==> src/rtl/invsqrt_result_collector.sv <==
// Collects invsqrt_pipeline results into a FIFO and streams them downstream with burst framing.
// Optional statistics counters are enabled by defining INVSQRT_COLLECT_STATS_EN.
module invsqrt_result_collector #(
  parameter int DEPTH     = 8,
  parameter int BURST_LEN = 16
) (
  input  logic                   clk,
  input  logic                   rst_n,
  input  logic                   ce_in,
  output logic                   pipe_ce,
  input  logic                   pipe_ready,
  input  logic [30:0]            pipe_result,
  output logic                   m_valid,
  input  logic                   m_ready,
  output logic [31:0]            m_data,
  output logic                   m_last,
  output logic                   m_special,
  output logic [$clog2(DEPTH):0] level,
  output logic                   stalled
`ifdef INVSQRT_COLLECT_STATS_EN
  ,
  input  logic                   stat_clr,
  output logic [31:0]            stat_results,
  output logic [31:0]            stat_stalls
`endif
);

  localparam int AW = $clog2(DEPTH);
  localparam int LW = AW + 1;
  localparam logic [15:0] LAST_IDX = 16'(BURST_LEN - 1);

  logic [30:0]   mem_q [DEPTH];
  logic [AW-1:0] wr_ptr_q, wr_ptr_d;
  logic [AW-1:0] rd_ptr_q, rd_ptr_d;
  logic [LW-1:0] level_q, level_d;
  logic [15:0]   burst_q, burst_d;
  logic          full, push, pop;
  logic [30:0]   head;

  // Stalling via pipe_ce (never via m_ready) keeps the upstream path free of downstream timing.
  assign full    = (level_q == LW'(DEPTH));
  assign pipe_ce = ce_in & ~full & rst_n;
  assign stalled = ce_in & full;
  assign push    = pipe_ce & pipe_ready;
  assign m_valid = (level_q != '0);
  assign pop     = m_valid & m_ready;
  assign level   = level_q;

  // Head fields are masked while empty so stale storage never leaks onto the outputs.
  assign head      = mem_q[rd_ptr_q];
  assign m_data    = m_valid ? {1'b0, head} : 32'h0;
  assign m_last    = m_valid & (burst_q == LAST_IDX);
  assign m_special = m_valid & ((&head[30:23]) | ~(|head[30:23]));

  always_comb begin
    // NOTE: every always_comb output gets a default first so no path infers a latch.
    wr_ptr_d = wr_ptr_q;
    rd_ptr_d = rd_ptr_q;
    level_d  = level_q;
    burst_d  = burst_q;
    if (push) wr_ptr_d = wr_ptr_q + AW'(1);
    if (pop) begin
      rd_ptr_d = rd_ptr_q + AW'(1);
      burst_d  = (burst_q == LAST_IDX) ? 16'h0 : burst_q + 16'h1;
    end
    case ({push, pop})
      2'b10:   level_d = level_q + LW'(1);
      2'b01:   level_d = level_q - LW'(1);
      default: level_d = level_q;
    endcase
  end

  always_ff @(posedge clk) begin
    // NOTE: sequential state uses non-blocking assignments so all registers update together.
    if (!rst_n) begin
      wr_ptr_q <= '0;
      rd_ptr_q <= '0;
      level_q  <= '0;
      burst_q  <= '0;
    end else begin
      wr_ptr_q <= wr_ptr_d;
      rd_ptr_q <= rd_ptr_d;
      level_q  <= level_d;
      burst_q  <= burst_d;
    end
  end

  // NOTE: the storage array is deliberately not reset; level_q alone decides what is valid.
  always_ff @(posedge clk) begin
    if (push) mem_q[wr_ptr_q] <= pipe_result;
  end

`ifdef INVSQRT_COLLECT_STATS_EN
  logic [31:0] stat_results_q, stat_stalls_q;

  always_ff @(posedge clk) begin
    if (!rst_n || stat_clr) begin
      stat_results_q <= '0;
      stat_stalls_q  <= '0;
    end else begin
      if (push && stat_results_q != '1)   stat_results_q <= stat_results_q + 32'h1;
      if (stalled && stat_stalls_q != '1) stat_stalls_q  <= stat_stalls_q + 32'h1;
    end
  end

  assign stat_results = stat_results_q;
  assign stat_stalls  = stat_stalls_q;
`endif

  a_no_overflow: assert property (@(posedge clk) disable iff (!rst_n) !(push && full));

endmodule
==> config.mk <==
export PLATFORM = sky130hd
export DESIGN_NAME = invsqrt_result_collector
export DESIGN_NICKNAME = d
export VERILOG_FILES = /design/src/rtl/invsqrt_result_collector.sv
export SDC_FILE = /design/constraint.sdc
export NUM_CORES = 1
export LEC_CHECK = 0
export ABC_AREA = 1
export BUFFER_PORTS_ARGS = -buffer_cell sky130_fd_sc_hd__buf_2
export CELL_PAD_IN_SITES_DETAIL_PLACEMENT = 1
export CELL_PAD_IN_SITES_GLOBAL_PLACEMENT = 2
export CORE_MARGIN = 2
export CORE_UTILIZATION = 40
export CTS_CLUSTER_SIZE = 16
export DETAILED_ROUTE_END_ITERATION = 10
export GPL_ROUTABILITY_DRIVEN = 1
export PLACE_DENSITY = 0.86
export SETUP_SLACK_MARGIN = 0.5
export SLEW_MARGIN = 20
export SYNTH_ARGS = -nofsm -noshare
export SYNTH_HDL_FRONTEND = slang
export SYNTH_SLANG_ARGS = --single-unit
==> constraint.sdc <==
create_clock -name clk -period 3.8 [get_ports clk]
set_input_delay 0.76 -clock clk [delete_from_list [all_inputs] [get_ports clk]]
set_output_delay 0.76 -clock clk [all_outputs]
set_load 0.01 [all_outputs]
* After elaboration in Yosys (flattened, before gate mapping)
Memories as Yosys holds them, arrays and structs flattened. A register that Yosys moved wholly into a read port is not among the register bits.
Cells that the tools add are included.
** Cells by class
- Reductions and logical operators :: 4
- Equality and inequality tests :: 4
- Bitwise gates (word level) :: 10
- Add/sub/neg operators :: 5
- Mux-type cells :: 7
** Operators by type and width (count)
- two-way mux 31 bit :: 1
- adder 16 x 1 -> 16 bit (second input constant) :: 1
- == test 16 x 4 -> 1 bit (second input constant) :: 1
- two-way mux 16 bit :: 1
- one-hot mux 4 bit (2 select lines) :: 1
- AND reduction 8 bit :: 1
- OR reduction 8 bit :: 1
- AND 1 bit :: 7
- adder 3 x 1 -> 3 bit (second input constant) :: 2
- two-way mux 3 bit :: 2
- adder 4 x 1 -> 4 bit (second input constant) :: 1
- == test 4 bit (second input constant) :: 1
- nonzero test 4 bit :: 1
- subtractor 4 x 1 -> 4 bit (second input constant) :: 1
- == test 2 x 1 -> 1 bit (second input constant) :: 1
- == test 2 bit (second input constant) :: 1
- two-way mux 1 bit :: 2
- inverter 1 bit :: 2
- nonzero test 2 bit :: 1
- bitwise OR 1 bit :: 1
** Storage, ports and cells
- Output and inout port bits :: 41
- Bits in writable memories :: 248
- Memories kept :: 1
- Bits in registers :: 26
** Memory list
- mem_q :: words 8, width 31, rd ports 1, clocked after Yosys merged registers in 1, wr ports 1, RTL line 32 : logic [30:0] mem_q [DEPTH];

* Longest topological paths before layout
Gate-level depths: netlist (run 1).
- Depth after elaboration :: 7
- Gate-level depth with buffers :: 13
- Gate-level depth less buffers :: 12

* Least setup slack after synthesis (run 1)
No wires, ideal clock.
- Path kind :: input to register
- Start point :: input rst_n
- End point :: memory mem_q[0][0], enable pin
- Data arrival time :: 2.839 ns
- Path slack :: 0.542 ns
- Data required time :: 3.381 ns
- Setup time :: 0.419 ns
- Stages on the path :: 7
- Path through :: buf_2 inv_1 nor2_2 nand2_2 inv_1 nand2_1 nor2_1
** On the way
- Word-level cells in the longest chain between the ends :: 4
** Ends and longest elaborated chain
- start, declared :: RTL line 8 : input logic rst_n,
- AND 1 bit :: RTL line 42 : assign pipe_ce = ce_in & ~full & rst_n;
- via pipe_ce :: RTL line 10 : output logic pipe_ce,
- AND 1 bit :: RTL line 44 : assign push = pipe_ce & pipe_ready;
- two-way mux 1 bit :: RTL line 90 : if (push) mem_q[wr_ptr_q] <= pipe_result;
- two-way mux 1 bit (implied by the code) :: RTL line 90
- end, declared :: RTL line 32
The timed path passes the listed nets, and every way through them passes these cells.

==> reports/metrics.yaml, run 1 <==
start_kind: "register"
routed-via-count: 7953
clock.fmax_mhz: 320
start_util: 0.405
synth.avg_cell_area_um2: 11.1
drive_above_1_share: 0.150
wl_um: 29600
synth_common_cells: "edfxtp_1, nor2_1, nand2_1, o21ai_0, inv_1"
dr.pass1.iters: 5
tightestPinTransition_ps: 575
area_growth_pct: 15.9
yosysMostFrequentCell: "edfxtp_1"
cp-end-kind: "primary output"
combinationalPowerShare: 0.300
status: "completed"
vdd_drop_max_uv: 488
io_pins: 77
first_iter_violations: 468
core.rowCount: 62
final_nets: 1163
slew_viol_final: 0
cts_made_buffers: 29
swShare: 0.343
placed_area_mm2: 0.0124
p_per_area_mw_per_mm2: 667
port_buffers: 75
grt_antenna_before_repair: 1
cts_buffer_depth: 3
grt_pass1_vias: 8531
grt_max_degree: 102
tritoncts: "yes"
yosys-top-cells-area: "edfxtp_1, nor2_1, nand2_1, dfxtp_1, o21ai_0"
setup_viol: 0
fp.dieW_um: 174
clk_root_buffer_cell: "clkbuf_16"
max_cap_violations: 0
crit_fanout: 101
gp_congestion: 0.725
grt_pass1_wl_um: 46100
power.leakage_uw: 0.00502
die_area_mm2: 0.0304
critPathRequiredTime_ps: 3040
synthCells: 1047
ant_nets: 0
finClkSkew_ps: 8.63
cts.sinks: 277
synthFlopType: "edfxtp_1"
syn-cell-area_mm2: 0.0116
ys_seq_area_frac: 0.692
yosysWarnings: 0
grtUsageTotal: 0.195
arrival_ps: 2370
synth_seq_cells: 277
postLayoutCellArea_mm2: 0.0135
async_flop_share: 0
clockPowerShare: 0.314
max_slew_margin: 0.617
rsz0062_at_grt: "no"
p_seq_frac: 0.386
via_per_inst: 5.21
path_class: "register to primary output"
nFillCells: 3054
h-tree-depth: 1
hold_class: "primary input to register"
antenna_cells: 0
switchingPower_uw: 3080
syn-num-nets: 1089
drc: 0
post_drt_wl_per_cell_um: 19.4
period_needed_ps: 3130
synth_top_cell_by_area: "edfxtp_1"
setup_tns_ps: 0
hold_viol_final: 0
synth_top_area_frac: 0.642
fp.dieH_um: 174
internal_power_uw: 5900
clk_pin_slew_ps: 60
overflow: 0
ys_types: 39
core_mm2: 0.0286
period_share: 0.824
synth-edff-count: 248
dpl.hpwl_um: 17100
clock_latency_ps: 560
==> what timing repair did <==
| action | 4_1_cts | 5_1_grt |
|---|---|---|
| pin swaps | 0 | 0 |
| hold buffers | 0 | 0 |
| gates resized for setup | 8 | 5 |
| hold endpoints to repair | 0 | 0 |
| setup endpoints to repair | 12 | 5 |
| buffers inserted | 1 | 4 |
==> logic make-up (layout without fill, tap and decap cells) <==
| kind of cell | after synthesis | in the layout | share of synthesized area |
|---|---|---|---|
| AO/OA/AOI/OAI | 198 | 198 | 0.0917 |
| XOR/XNOR | 4 | 4 | 0.00302 |
| other | 1 | 1 | 0.000323 |
| adder cells (fa/ha/maj) | 6 | 6 | 0.00647 |
| flip-flops | 277 | 277 | 0.692 |
| buffers and inverters | 141 | 236 | 0.0563 |
| AND/OR/NAND/NOR | 420 | 420 | 0.150 |
==> through the flow <==
step	worst slack [ps]	utilization	hold WS [ps]	total power (µW)	std cells
after global routing	505	0.470	474	9470	1526
final	670	0.470	471	8980	1526
after floorplan	542	-	446	5350	1047
after detailed placement	806	0.434	470	6160	1469
after global placement	843	0.434	462	6080	1469
after CTS	532	0.468	453	9020	1522
==> critical path, stage by stage (launching register included) <==
cell	delay (ps)
dfxtp_4	430
inv_16	270
nand2_1	110
nand3_1	140
nand3_1	100
nand2_1	170
nand2_1	70
nor2_1	100
nand2_1	70
a21oi_2	130
buf_2	150
==> registers in the layout, summed over array words and instances (netlist names), named ones only <==
register and count:
rd_ptr_q 3, mem_q 248, wr_ptr_q 3, burst_q 16, level 4
==> final timing paths <==
| kind | start | to | slack [ps] | cells past startpoint |
|---|---|---|---|---|
| setup / recovery | register | m_special | 670 | 10 |
| hold / removal | pipe_result[2] | mem_q[4][2] | 470 | 1 |
| setup reg to reg | level[0] | level[2] | 1250 | 11 |
| hold reg to reg | burst_q[10] | burst_q[10] | 480 | 2 |
==> metal layers <==
metal  global-route usage  routed length, µm  up-vias
li1                     -                  -     3761
met1                0.240              12600     3981
met4               0.0669                721        2
met5                    0                 11        -
met2                0.352              15200      149
met3               0.0243               1090       60
==> final cells by class <==
type                       instances  area (µm²)  share of cell area
clock buffer                      41         866              0.0644
clock inverter                    11        87.6             0.00651
inverter                          88         358              0.0266
multi-input combinational        629        2990               0.222
sequential                       277        8030               0.597
tap                              384         480              0.0357
timing repair buffer              96         643              0.0478
==> cells in the final DEF, fill, tap and decap left out, types with 2 or more instances in the layout <==
| master | n |
|---|---|
| edfxtp_1 | 248 |
| nor2_1 | 174 |
| nand2_1 | 165 |
| o21ai_0 | 106 |
| inv_1 | 82 |
| buf_2 | 75 |
| nand3_1 | 51 |
| o22ai_1 | 46 |
| clkbuf_16 | 33 |
| dfxtp_1 | 26 |
| o21ai_1 | 23 |
| a21oi_1 | 17 |
| buf_4 | 11 |
| nor2_4 | 9 |
| clkbuf_1 | 7 |
| buf_12 | 7 |
| ha_1 | 6 |
| clkinv_1 | 5 |
| nor2_2 | 4 |
| nand2_2 | 4 |
| xor2_1 | 3 |
| inv_6 | 3 |
| nand3_2 | 3 |
| clkinvlp_4 | 3 |
| buf_8 | 3 |
| nand3_4 | 2 |
| nor3_2 | 2 |
| a211oi_1 | 2 |
| nand4_1 | 2 |
| dfxtp_2 | 2 |
| clkinv_2 | 2 |
==> power groups by stage <==
stage | sequential [µW] | combinational (µW) | clock, µW
2_1_floorplan | 3500 | 1860 | 0
4_1_cts | 3480 | 2670 | 2870
5_1_grt | 3480 | 3010 | 2980
6_report | 3470 | 2690 | 2820
3_3_place_gp | 3550 | 2530 | 0
3_5_place_dp | 3550 | 2600 | 0
(Power assumes the default switching activity.)
==> inputs of run 2 (changes only) <==
CORE_UTILIZATION = 36   (was 40)
PLACE_DENSITY = 0.83   (was 0.86)
clock period = 2.65 ns   (was 3.8 ns; I/O delays follow)
==> run 2 against run 1 <==
Compared with the run above: the run now ends with setup timing left; setup slack got worse by 810 ps; wire length increased by 22%; global-route usage grew 1.6 points; non-clock buffer count up 58; clock-buffer cell count increased by 1; critical path depth is the same; cell count up 5.4%; highest routed layer unchanged.
==> reports/metrics.yaml, run 2 (synthesis gave the netlist of run 1 again) <==
violations: "setup timing"
largest_register_ffs: 248  # unchanged
postLayoutCellArea_mm2: 0.0152  # +13%
grt_antenna_before_repair: 1  # unchanged
largest-register: "mem_q"
drive_above_1_share: 0.297  # +0.148
holdPathEnd: "mem_q[6][16]"
drc: 0  # unchanged
overflow: 0  # unchanged
final_nets: 1226  # +5.4%
setup_viol: 21  # +21
hold_class: "primary input to register"
period_needed_ps: 2790
cts_hold_buf: 0  # unchanged
min_path_cells: 1  # unchanged
nFillCells: 3292  # +7.8%
grt_pass1_vias: 9118  # +6.9%
slowest_stage: "dfxtp_4"
antenna_cells: 0  # unchanged
hold_start: "pipe_result[16]"
r2r_slack_ps: 540  # -710 ps
clk_root_buffer_cell: "clkbuf_16"
vdd_drop_max_uv: 602  # +23%
die_area_mm2: 0.0337  # +11%
core_mm2: 0.0316  # +11%
dr.pass1.iters: 7  # +2
r2r_start: "level[1]"
area_growth_pct: 30.9
cts_made_buffers: 31  # +6.9%
finClkSkew_ps: 16.9  # +8.27 ps
layout_commonest_cell: "edfxtp_1"
core.rowCount: 65  # +4.8%
io_pins: 77  # unchanged
tritoncts: "yes"
dp.cells: 1496  # +1.8%
grtUsageTotal: 0.210  # +0.0155
critPathRequiredTime_ps: 2120  # -920 ps
period_share: 1.05
p_per_area_mw_per_mm2: 1040  # +55%
gp_congestion: 0.758  # +4.6%
via_per_inst: 5.33  # +2.4%
crit_path_max_incr_delay_ps: 350  # -80 ps
setup_slack_ps: -137  # -808 ps
r2r-end: "level[2]"
power.leakage_uw: 0.00568  # +13%
regArea_mm2: 0.00805  # +0.17%
final_cell_mix: "edfxtp_1, nand2_1, nor2_1, inv_1, buf_2"
post_drt_wl_per_cell_um: 22.5  # +16%
start_util: 0.367  # -0.0386
clock.fmax_mhz: 359
cts_buffer_depth: 3  # unchanged
clk_pin_slew_ps: 70  # about the same
critPathBufInv: 6  # +4
place_ws_ps: 258  # -548 ps
reg2reg_depth: 13  # +2
critical_path.top_delay_family: "buffers and inverters"
placed_area_mm2: 0.0126  # +1.2%
h-tree-depth: 1  # unchanged
multi_input_area_mm2: 0.00355  # +19%
status: "finished, violations left"
fp.dieH_um: 184  # +5.3%
dpl.hpwl_um: 17500  # +2.0%
clock_latency_ps: 590  # +30 ps
grt_max_degree: 39  # -62%
grt_pass1_wl_um: 53800  # +17%
max_cap_violations: 0  # unchanged
port_buffers: 75  # unchanged
wl_um: 36200  # +22%
critical_path.cell_chain: "buf_12, buf_6, buf_12, buf_12, buf_16, nor2_1, o22ai_2, o21ai_1, nor2_1, buf_2"
fp.dieW_um: 184  # +5.3%
rsz0062_at_grt: "yes"
cp_common_cell: "buf_12"
first_iter_violations: 523  # +12%
start_kind: "register"
hold_viol_final: 0  # unchanged
finalPower_uw: 15800  # +75%
post-route-util: 0.480  # +0.0102
routed-via-count: 8584  # +7.9%
cp-end-kind: "primary output"
arrival_ps: 2260  # -110 ps
slew_viol_final: 0  # unchanged
path_class: "register to primary output"
cts.sinks: 277  # unchanged
final_cells: 1609  # +5.4%
ant_nets: 0  # unchanged
crit_fanout: 12  # -88%
-- run 2: stage by stage --
step | TNS (ps) | hold slack, ps
after floorplan | 0 | 446
after global placement | 0 | 458
after detailed placement | 0 | 473
after CTS | -187 | 207
after global routing | -3350 | 222
final | -1110 | 223
-- run 2: worst max-delay path by stage --
stage | startpoint | end | slack, ps | cells after the start
3_3_place_gp | rst_n | level[2] | 300 | 11
2_1_floorplan | rst_n | mem_q[1][0] | 510 | 7
3_5_place_dp | register | m_data[4] | 260 | 7
5_1_grt | register | m_special | -270 | 12
4_1_cts | register | m_special | -70 | 13
6_report | register | m_data[16] | -140 | 10
-- run 2: final cells by class --
class | count | area share
clock buffers | 42 | 0.0572
clock inverters | 14 | 0.00733
inverters | 88 | 0.0260
multi-input cells | 629 | 0.234
flip-flops and latches | 277 | 0.530
well taps | 402 | 0.0331
repair buffers | 154 | 0.111
repair inverters | 3 | 0.00247
-- run 2: power breakdown --
part	switching, µW	internal [µW]	leakage (µW)
logic	3790	2800	0.00273
clock network	1800	2390	0.000479
registers	105	4870	0.00247
total	5690	10100	0.00568
-- run 2: worst reg2reg max path, cell delays in order (launching register included) --
cell and delay [ps]:
dfxtp_4 350, nor2_4 130, nand3_4 130, buf_6 150, buf_6 120, nand2_8 110
clkinv_8 110, ha_4 210, xor2_4 160, ha_2 190, a21oi_2 120, xnor2_1 80
o21ai_1 130, inv_1 40
-- run 2: timing repair --
action	CTS	global route
resized for setup	139	115
setup endpoints to repair	37	37
buffers inserted	25	11
cloned	19	2
pin swaps	43	70
-- run 2: metal layers --
| metal | up-vias | track usage | wire length (µm) |
|---|---|---|---|
| met3 | 74 | 0.0271 | 1710 |
| met2 | 235 | 0.375 | 18500 |
| met1 | 4366 | 0.267 | 15000 |
| met4 | 2 | 0.0614 | 933 |
| met5 | - | 0 | 11 |
| li1 | 3907 | - | - |
==> inputs of run 3 (changes only) <==
SETUP_SLACK_MARGIN = not set   (was 0.5)
==> run 3 against run 2 <==
Compared with the run above: the run still ends with setup timing left; clock skew grew 15 ps; clock-buffer cell count decreased by 6; wire length fell by 6.3%; critical endpoint is now m_data[2].
==> reports/metrics.yaml, run 3 (synthesis gave the netlist of run 1 again) <==
grt_pass1_wl_um: 49800  # -7.4%
critPathBufInv: 5  # -1
grt_antenna_before_repair: 5  # +4
path_class: "register to primary output"
finClkSkew_ps: 32.4  # +15.5 ps
rsz0062_at_grt: "yes"
largest-register: "mem_q"
io_pins: 77  # unchanged
crit_path_max_incr_delay_ps: 400  # +50 ps
cts.sinks: 277  # unchanged
fp.dieH_um: 184  # unchanged
crit_fanout: 6  # -6
r2r_slack_ps: 460  # -80 ps
critical_path.top_delay_family: "buffers and inverters"
ant_nets: 0  # unchanged
overflow: 0  # unchanged
fp.dieW_um: 184  # unchanged
holdPathEnd: "mem_q[5][16]"
clock.fmax_mhz: 355  # -1.1%
area_growth_pct: 24.2
post_drt_wl_per_cell_um: 21.3  # -5.1%
hold_class: "primary input to register"
dr.pass1.iters: 5  # -2
start_kind: "register"
nFillCells: 3354  # +1.9%
critical_path.cell_chain: "buf_12, buf_4, buf_12, clkbuf_16, o21ai_0, o22ai_1, o21ai_0, nor2_1, buf_2"
drive_above_1_share: 0.227  # -0.0702
regArea_mm2: 0.00804  # -0.12%
routed-wl-met2_um: 16800  # -9.2%
wl_met1_um: 14700  # -2.0%
setup_tns_ps: -1290  # -183 ps
multi_input_area_mm2: 0.00322  # -9.3%
min_path_cells: 1  # unchanged
core.rowCount: 65  # unchanged
p_per_area_mw_per_mm2: 1000  # -3.5%
h-tree-depth: 1  # unchanged
whs_ps: 220  # -2.75 ps
post-route-util: 0.456  # -0.0246
hold_start: "pipe_result[16]"
hold_viol_final: 0  # unchanged
via_per_inst: 5.25  # -1.6%
vdd_drop_max_uv: 501  # -17%
slowest_stage: "dfxtp_4"
first_iter_violations: 563  # +7.6%
routed-wl-met3_um: 1410  # -17%
r2r_start: "level[2]"
clockPowerShare: 0.285  # +0.019
r2r-end: "level[2]"
final_cell_mix: "edfxtp_1, nor2_1, nand2_1, o21ai_0, inv_1"
reg2reg_depth: 11  # -2
arrival_ps: 2290  # +30 ps
cts_made_buffers: 30  # -3.2%
violations: "setup timing"
cp-end-kind: "primary output"
dpl.hpwl_um: 17400  # -0.48%
port_buffers: 75  # unchanged
drc: 0  # unchanged
clk_root_buffer_cell: "clkbuf_16"
power.leakage_uw: 0.00540  # -4.9%
largest_register_ffs: 248  # unchanged
gp_congestion: 0.739  # -2.5%
status: "finished, violations left"
final_nets: 1203  # -1.9%
grtUsageTotal: 0.194  # -0.0165
wl_um: 33900  # -6.3%
tritoncts: "yes"
swShare: 0.356  # -0.00488
setup_slack_ps: -168  # -31.1 ps
cts_hold_buf: 0  # unchanged
critPathRequiredTime_ps: 2120  # about the same
switchingPower_uw: 5140  # -9.7%
die_area_mm2: 0.0337  # unchanged
internal_power_uw: 9280  # -7.8%
p_seq_frac: 0.346  # +0.030
period_share: 1.06  # +0.0117
setup_viol: 16  # -24%
routed-via-count: 8339  # -2.9%
combinationalPowerShare: 0.369  # -0.049
dr.max_layer_used: "met5"
cts_buffer_depth: 3  # unchanged
clock_latency_ps: 580  # about the same
core_mm2: 0.0316  # unchanged
grt_pass1_vias: 8671  # -4.9%
layout_commonest_cell: "edfxtp_1"
finalPower_uw: 14400  # -8.5%
clk_pin_slew_ps: 60  # about the same
grt_max_degree: 37  # -5.1%
slew_viol_final: 0  # unchanged
max_cap_violations: 0  # unchanged
start_util: 0.367  # unchanged
period_needed_ps: 2820  # +31.1 ps
==> run 3: layout make-up <==
type / count / area share
Clock buffer: 36 / 0.0537
Multi-Input combinational cell: 629 / 0.223
Tap cell: 402 / 0.0349
Timing Repair inverter: 5 / 0.00425
Sequential cell: 277 / 0.558
Clock inverter: 19 / 0.0123
Timing Repair Buffer: 130 / 0.0876
Inverter: 88 / 0.0257
Antenna cell: 3 / 0.000521
==> run 3: routing by layer <==
layer | up-vias | GRT usage
met5 | - | 0
met4 | 4 | 0.0634
met3 | 62 | 0.0263
met2 | 211 | 0.344
met1 | 4202 | 0.244
li1 | 3860 | -
==> run 3: power groups by stage <==
stage	clock network, µW	registers, µW	logic, µW
floorplan	0	5010	2660
global route	4310	5000	5810
finish	4110	4990	5330
CTS	4150	4980	4750
detailed placement	0	5040	4000
global placement	0	5030	3910
==> run 3: worst register-to-register path, stage by stage, from the launching register on <==
cell and delay, ps:
dfxtp_1 380, inv_1 130, nand3_4 160, nand2_4 120, inv_4 180, ha_1 260, xor2_1 280, ha_1 210
a21oi_1 50, xnor2_1 120, o21ai_0 150, inv_1 50
==> run 3: repair_timing <==
action / CTS / global route
setup endpoints to repair: 22 / 30
setup buffers: 8 / 7
resized for setup: 44 / 78
gates cloned: 9 / 8
pin swaps: 11 / 43
hold endpoints to repair: 0 / 0
==> run 3: worst max-delay path by stage <==
stage	end	cells past startpoint	startpoint
floorplan	mem_q[0][0]	7	rst_n
global placement	m_special	10	register
detailed placement	m_data[21]	7	register
CTS	m_special	12	register
global route	m_special	12	register
finish	m_data[2]	9	register
==> run 3: stage by stage <==
step / cells / instance area, µm² / worst slack, ps
floorplan: 1047 / 11600 / -378
global placement: 1501 / 12600 / 353
detailed placement: 1501 / 12600 / 331
CTS: 1573 / 14000 / -72.1
global route: 1588 / 14400 / -215
finish: 1589 / 14400 / -168
